$ cat src/rtl/fetch_stage_pkg.sv
// rtl/fetch_stage_pkg.sv - shared processor types and constants for the fetch stage
package fetch_stage_pkg;

  // Fetch FSM: RUN fetches words, HALT is entered once PC leaves instruction memory
  typedef enum logic {
    ST_RUN  = 1'b0,
    ST_HALT = 1'b1
  } fetch_state_e;

  // Instruction word inserted into IF/ID when a bubble is created
  localparam logic [31:0] NOP_INSTR = 32'h0;

endpackage

$ cat src/rtl/fetch_stage_pc_reg.sv
// rtl/fetch_stage_pc_reg.sv - program counter register with next-PC select
module pc_reg (
  input  logic        clk,
  input  logic        rst,
  input  logic        redirect_en_i,
  input  logic        advance_en_i,
  input  logic [31:0] redirect_target_i,
  output logic [31:0] pc_o
);

  logic [31:0] pc_q;
  logic [31:0] pc_d;

  // Next PC: a redirect wins, otherwise step by one word or hold
  always_comb begin
    pc_d = pc_q;
    if (redirect_en_i) begin
      pc_d = redirect_target_i;
    end else if (advance_en_i) begin
      pc_d = pc_q + 32'd1;
    end
  end

  // PC storage, cleared to word 0 on reset
  always_ff @(posedge clk or posedge rst) begin
    if (rst) begin
      pc_q <= 32'd0;
    end else begin
      pc_q <= pc_d;
    end
  end

  assign pc_o = pc_q;

endmodule

$ cat src/rtl/fetch_stage.sv
// rtl/fetch_stage.sv - instruction fetch stage with IF/ID register and halt FSM
module fetch_stage
  import fetch_stage_pkg::*;
#(
  parameter logic [31:0] BASE_ADDR = 32'h0,
  parameter int unsigned MEM_SIZE  = 16
) (
  input  logic        clk,
  input  logic        rst,
  input  logic        stall,
  input  logic        flush,
  input  logic        redirect_valid,
  input  logic [31:0] redirect_target,
  output logic [31:0] instr_addr,
  input  logic [31:0] instr_in,
  output logic [31:0] if_id_pc,
  output logic [31:0] if_id_instr,
  output logic        if_id_valid,
  output logic        halted,
  output logic [31:0] fetch_count
);

  localparam logic [31:0] MEM_LIMIT = 32'(MEM_SIZE);

  fetch_state_e state_q, state_d;
  logic [31:0]  pc;
  logic         pc_in_range;
  logic         redirect_en;
  logic         advance_en;
  logic [31:0]  if_id_pc_q, if_id_pc_d;
  logic [31:0]  if_id_instr_q, if_id_instr_d;
  logic         if_id_valid_q, if_id_valid_d;
  logic [31:0]  fetch_count_q, fetch_count_d;

  pc_reg u_pc_reg (
    .clk               (clk),
    .rst               (rst),
    .redirect_en_i     (redirect_en),
    .advance_en_i      (advance_en),
    .redirect_target_i (redirect_target),
    .pc_o              (pc)
  );

  assign pc_in_range = (pc < MEM_LIMIT);
  assign instr_addr  = pc + BASE_ADDR;

  // Next state, PC control and IF/ID update; range check outranks redirect,
  // redirect outranks flush, flush outranks stall
  always_comb begin
    state_d       = state_q;
    redirect_en   = 1'b0;
    advance_en    = 1'b0;
    if_id_pc_d    = if_id_pc_q;
    if_id_instr_d = if_id_instr_q;
    if_id_valid_d = if_id_valid_q;
    fetch_count_d = fetch_count_q;
    case (state_q)
      ST_RUN: begin
        if (!pc_in_range) begin
          state_d       = ST_HALT;
          if_id_pc_d    = 32'd0;
          if_id_instr_d = NOP_INSTR;
          if_id_valid_d = 1'b0;
        end else if (redirect_valid) begin
          redirect_en   = 1'b1;
          if_id_pc_d    = 32'd0;
          if_id_instr_d = NOP_INSTR;
          if_id_valid_d = 1'b0;
        end else if (flush) begin
          advance_en    = !stall;
          if_id_pc_d    = 32'd0;
          if_id_instr_d = NOP_INSTR;
          if_id_valid_d = 1'b0;
        end else if (!stall) begin
          advance_en    = 1'b1;
          if_id_pc_d    = pc;
          if_id_instr_d = instr_in;
          if_id_valid_d = 1'b1;
          fetch_count_d = fetch_count_q + 32'd1;
        end
      end
      ST_HALT: begin
        if_id_valid_d = 1'b0;
      end
      default: begin
        state_d = ST_RUN;
      end
    endcase
  end

  // State and IF/ID registers; reset discards any in-flight instruction
  always_ff @(posedge clk or posedge rst) begin
    if (rst) begin
      state_q       <= ST_RUN;
      if_id_pc_q    <= 32'd0;
      if_id_instr_q <= NOP_INSTR;
      if_id_valid_q <= 1'b0;
      fetch_count_q <= 32'd0;
    end else begin
      state_q       <= state_d;
      if_id_pc_q    <= if_id_pc_d;
      if_id_instr_q <= if_id_instr_d;
      if_id_valid_q <= if_id_valid_d;
      fetch_count_q <= fetch_count_d;
    end
  end

  assign if_id_pc    = if_id_pc_q;
  assign if_id_instr = if_id_instr_q;
  assign if_id_valid = if_id_valid_q;
  assign fetch_count = fetch_count_q;
  assign halted      = (state_q == ST_HALT);

endmodule

$ cat config.mk
export PLATFORM = sky130hd
export DESIGN_NAME = fetch_stage
export DESIGN_NICKNAME = d
export VERILOG_FILES = /design/src/rtl/fetch_stage_pkg.sv /design/src/rtl/fetch_stage_pc_reg.sv /design/src/rtl/fetch_stage.sv
export SDC_FILE = /design/constraint.sdc
export NUM_CORES = 1
export LEC_CHECK = 0
export BUFFER_PORTS_ARGS = -buffer_cell sky130_fd_sc_hd__buf_2
export CORE_MARGIN = 5
export CORE_UTILIZATION = 40
export CTS_BUF_LIST = sky130_fd_sc_hd__clkbuf_4 sky130_fd_sc_hd__clkbuf_8
export DETAILED_ROUTE_END_ITERATION = 8
export GPL_TIMING_DRIVEN = 0
export PLACE_DENSITY_LB_ADDON = 0.25
export REMOVE_ABC_BUFFERS = 1
export SLEW_MARGIN = 10
export SYNTH_ARGS = -nofsm -noshare
export SYNTH_HDL_FRONTEND = slang
export SYNTH_HIERARCHICAL = 1
export SYNTH_SLANG_ARGS = --single-unit
$ cat constraint.sdc
create_clock -name clk -period 3.3 [get_ports clk]
set_input_delay 0.165 -clock clk [delete_from_list [all_inputs] [get_ports clk]]
set_output_delay 0.165 -clock clk [all_outputs]
set_load 0.03 [all_outputs]
Word-level counts from Yosys, hierarchy flattened
Index checks and enable logic that the tools add are counted.
{"block": "word_totals", "register_bits": 130, "latchBits": 0, "ramBits": 0, "mem_bits_ro": 0, "inputBits": 69, "output_inout_bits": 130, "word_cells": 44, "mem_count": 0}
{"block": "classes", "n_addsub": 2, "mul": 0, "div_mod_pow": 0, "order_cmp": 1, "eq_ne": 2, "shift": 0, "mux": 25, "bitwise_logic": 4, "n_reduce_logical": 4}
{"operator": "$mux W32", "count": 10}
{"operator": "$add A32 B1 Y32 const B", "count": 2}
{"operator": "$lt A32 B5 Y1 const B", "count": 1}
{"operator": "$mux W1", "count": 14}
{"operator": "$ne A5 B5 Y1 const B", "count": 1}
{"operator": "$reduce_and A5 Y1", "count": 1}
{"operator": "$ne A4 B4 Y1 const B", "count": 1}
{"operator": "$not A1 Y1", "count": 4}
{"operator": "$pmux W1 S2", "count": 1}
{"operator": "$reduce_and A2 Y1", "count": 1}
{"operator": "$reduce_bool A2 Y1", "count": 1}
{"operator": "$logic_not A1 Y1", "count": 1}

Longest topological paths before layout
{"block": "logic_depth", "ltp_word": 7, "ltp_mapped": 11, "ltp_nobuf": 9}

Hierarchy
Netlist, hierarchy kept.
{"mod": "fetch_stage", "instances": 1, "cells_per_inst": 298, "area_per_inst_um2": 3881.2, "seq_area_each_um2": 2452.4}
{"mod": "pc_reg", "instances": 1, "cells_per_inst": 212, "area_per_inst_um2": 1871.8, "seq_area_each_um2": 800.8}

Least setup slack after synthesis
Ideal clock, no wire load.
{"block": "synth_timing", "path_kind": "register to register", "start": "register u_pc_reg.pc_q[23], in the netlist u_pc_reg/pc_o[23]", "end": "register u_pc_reg.pc_q[22], in the netlist u_pc_reg/pc_o[22]", "t_arrival_ps": 3310, "slack_ps": -92, "path_stages_with_launch": 12, "synth_period_minus_slack_ps": 3392, "path_cell_list": "dfrtp_1 nor4_2 nand4_1 nor4_1 inv_1 nor3_1 buf_4 nand3_1 or4_4 buf_6 or4_1 a31oi_1"}
{"block": "synth_via", "elab_chain_cells": 4, "elab_cells_between_ends": 7}
{"item": "start, declared", "line_no": "fetch_stage_pc_reg.sv:11", "source": "logic [31:0] pc_q;"}
{"item": "start signal, assigned", "line_no": "fetch_stage_pc_reg.sv:29", "source": "pc_q <= pc_d;"}
{"item": "$lt A32 B5 Y1", "line_no": "fetch_stage.sv:44", "source": "assign pc_in_range = (pc < MEM_LIMIT);"}
{"item": "$mux W1", "line_no": "fetch_stage.sv:59", "source": "if (!pc_in_range) begin"}
{"item": "$mux W1", "line_no": "fetch_stage.sv:57", "source": "case (state_q)"}
{"item": "via advance_en", "line_no": "fetch_stage.sv:29", "source": "logic advance_en;"}
{"item": "$reduce_bool A2 Y1 (no line)"}
The timed path passes the listed nets, and every way through them passes these cells.
A chain may end at the register's enable or synchronous reset.

Final worst setup path
{"block": "layout_timing", "start": "register u_pc_reg.pc_q[9], in the netlist u_pc_reg/pc_o[9]", "end": "register u_pc_reg.pc_q[27], in the netlist u_pc_reg/pc_o[27]"}
Same word-level chain as after synthesis.

==> results <==
- Setup slack on the critical path of the routed design comes to 73.6 ps.
- At the pin with the least slew margin, the transition time is 695 ps.
- Traced cell by cell, the critical path runs through or4_4 -> nor4_4 -> inv_2 -> nor3_4 -> nand4_4 -> or4_4 -> or4_1 -> a31oi_1.
- The synthesized cell area is 5750 um2.
- The flow ran to the end, and the final reports show no timing, DRC or antenna violations.
- The post-detailed-route count of antenna-violating nets is 0.
- The starting density of the core is 0.411.
- The maximum number of pins on one net before global-route repair is 68.
- The largest voltage drop on the vdd net is 0.215 mV.
- From synthesis to final layout, the design area changed by 40.7%.
- Clock tree synthesis inserted a total of 17 buffers.
- The number of maximum-capacitance constraint violations is 0.
- 199 I/O pins were placed.
- In this run the power density over the cells is 380 nW/um2.
- The H-tree depth is 4.
- The analysis attributes to cell leakage a power of 0.00415 uW.
- The placed cell area is 6870 um2.
- The vertical die dimension is 130 um.
- The number of iterations in the first detailed-routing pass is 5.
- The cell occurring most often along the worst timing path is or4_4.
- After synthesis, the cell types taking the most area are dfrtp_1, a22o_1, xor2_1.
- The worst setup slack after placement is -1110 ps.
- The type of origin of the critical path is a register.
- Global routing finished with a remaining overflow of 0.
- The classification of the worst-slack hold path is input port to register.
- The post-synthesis instance total is 510.
- Derived from the worst setup path, the maximum achievable clock frequency is 310 MHz.
- The reg2reg setup slack is 70 ps.
- The arrival time of the worst setup path is 3580 ps.
- In this run the worst path has a maximum fanout of 7.
- The initial antenna violation count is 0.
- The clock tree from TritonCTS is built.
- Setup repair after global routing could not meet its margin everywhere.
- The first-pass GRT wire length is 25,700 um.
- The estimated wirelength of the detail-placed design is 11,000 um.
- After clock tree synthesis, the clock-pin slew on the worst setup and hold paths is 70 ps.
- The number of global-route vias before repair came to 5,010.
- The number of failing hold endpoints at the final stage is 0.
- The library cell used as clock root buffer is clkbuf_8.
- Summed over all instances, the cell type with the most area after synthesis is dfrtp_1.
- The mean routed wirelength per cell is 16.7 um.
- In this run the tightest slew margin relative to its limit is 0.536.
- The average cell area after synthesis is 11.3 um2.
- The clock reaches the later pin of the worst-skew pair after 440 ps.
- Routability-driven placement finished with a final weighted congestion of 0.870.
- The clock drives 130 sinks.
- The combined global-route utilization of all metal layers is 0.194.
- The count of pins over their slew limit is 0.
- The Yosys step of the flow raised 6 warnings.
- The most frequent cell after synthesis is dfrtp_1.
- The flip-flop and latch count after synthesis is 130.
- The shortest clock period the worst path allows after layout is 3230 ps.
- The number of rows in the core area is 43.
- The area share of the leading cell type in the synthesized netlist is 0.565.
- Clock skew on the completed layout was measured at 7.87 ps.
- STA classifies the critical path endpoint as a register.
- The share of the clock period used by the worst path is 0.978.
- The area of all placed cells without fillers is 8090 um2.
- For this run, the slowest stage of the critical path takes 630 ps.
- The setup path with the least slack is of type register to register.
- The core area is 14,000 um2.
- In this run, the number of DRC markers left after iteration 0 of detailed routing was 302.
- In this run, synthesis inferred 0 flip-flops with an integrated enable.
- The final routed DRC violation total is 0.
- The die extent in x is 130 um.
- The sequential element share of the synthesized area is 0.565.
- The wire length reported by the detailed router is 16,200 um.
- The predominant post-synthesis flop cell is dfrtp_1.
- Port buffering added 198 buffers.
- On the critical path, the stage with the largest delay is an instance of or4_4.
- The via-per-instance ratio is 5.27.
- The die covers 16,900 um2.
- The required time of the critical path is 3650 ps.
- Ranked by instance count, the synthesized netlist is headed by dfrtp_1, a22o_1, nand2_1, nor2_1, and2_1.
- In the final design database the tool counted 850 nets.
- The maximum clock path buffer count is 2.
- The number of different library cells used by synthesis comes to 39.
- The routed via count is 5,114.
- In the final layout, the share of cells above drive strength 1 is 0.354.
- Counting flops with an async set or reset pin after synthesis yields a share of 1.00.
- The count of final setup violators is 0.
-- report_power, final --
part           internal, uW  switching [uW]  total, uW
clock network           729             608       1340
logic                  83.7            59.4        143
registers              1590            1.53       1590
total                  2410             669       3070
-- cells by family (layout without fill, tap and decap cells) --
family / after synthesis / count (layout) / share of synthesized area
and+or+nand+nor: 210 / 211 / 0.212
DFF: 130 / 130 / 0.565
AOI/OAI and AO/OA: 87 / 87 / 0.111
xor gates and xnor gates: 43 / 43 / 0.0655
buffers and inverters: 36 / 315 / 0.0381
adders and majority gates: 2 / 2 / 0.00435
muxes: 2 / 2 / 0.00370
other: 0 / 1 / 0
-- layer usage --
layer,vias up,wire length [um],GRT usage
li1,2401,-,-
met1,2487,6950,0.253
met2,191,7660,0.305
met3,35,1180,0.0544
met4,0,397,0.0801
met5,-,0,0
-- state kept, by name (all words and copies together) (netlist names) --
signal	cells
fetch_count	32
if_id_valid	1
halted	1
if_id_instr	32
if_id_pc	32
u_pc_reg/pc_o	32
-- path summary, 6_finish.rpt --
kind,start,endpoint,cells past startpoint
worst max-delay path,u_pc_reg/pc_o[9],u_pc_reg/pc_o[27],8
worst min-delay path,flush,if_id_valid,3
worst max register to register,u_pc_reg/pc_o[9],u_pc_reg/pc_o[27],8
worst min register to register,fetch_count[31],fetch_count[31],1
max in group asynchronous,rst,if_id_instr[9],4
min in group asynchronous,rst,fetch_count[19],3
-- per-stage QoR --
stage / instances / utilization / hold WS [ps] / TNS (ps) / power [uW]
after floorplan: 486 / - / 281 / -6000 / 1650
after global placement: 864 / 0.486 / 379 / -62930 / 1700
after detailed placement: 867 / 0.491 / 213 / -20330 / 1710
after CTS: 965 / 0.570 / 98.0 / 0 / 3110
after global routing: 970 / 0.578 / 117 / -154 / 3190
final: 971 / 0.579 / 132 / 0 / 3070
-- placed cells by master (no fill, tap or decap), drive strengths merged, types with 2 or more instances in the layout --
master | synthesis | routed
a22o | 36 | 36
a31o | 2 | 2
a31oi | 17 | 17
and2 | 30 | 30
and3 | 8 | 8
and4 | 8 | 8
buf | 15 | 208
bufinv | 0 | 2
clkbuf | 9 | 21
clkinv | 1 | 6
clkinvlp | 0 | 2
dfrtp | 130 | 130
dlygate4sd3 | 0 | 65
ha | 2 | 2
inv | 11 | 11
nand2 | 32 | 32
nand2b | 2 | 2
nand3 | 30 | 30
nand4 | 12 | 12
nor2 | 33 | 33
nor3 | 11 | 11
nor4 | 15 | 15
o211ai | 2 | 2
o21ai | 16 | 16
o31ai | 14 | 14
or2 | 3 | 3
or3 | 5 | 5
or4 | 21 | 22
xnor2 | 20 | 20
xor2 | 23 | 23
-- critical path, delay by kind of cell (launching register included) --
family	cells	cell delay, ps
compound gates	1	190
buf+inv	1	80
simple gates	6	2450
flops	1	410
-- timing repair --
| item | in CTS | in global routing |
|---|---|---|
| hold buffers | 65 | 0 |
| hold endpoints to repair | 95 | 0 |
| pin swaps | 5 | 8 |
| setup endpoints to repair | 26 | 19 |
| cloned | 0 | 1 |
| gates resized for setup | 11 | 16 |
| setup buffers | 3 | 4 |
-- cell type report --
type / instances / area [um2]
flip-flops and latches: 130 / 3260
repair buffers: 273 / 1760
well taps: 180 / 225
diodes: 1 / 2.50
inverters: 12 / 52.6
multi-input cells: 345 / 2400
fillers: 1199 / 5900
clock buffers: 21 / 283
clock inverters: 9 / 108
No activity file was read; power rests on OpenSTA's default activity.
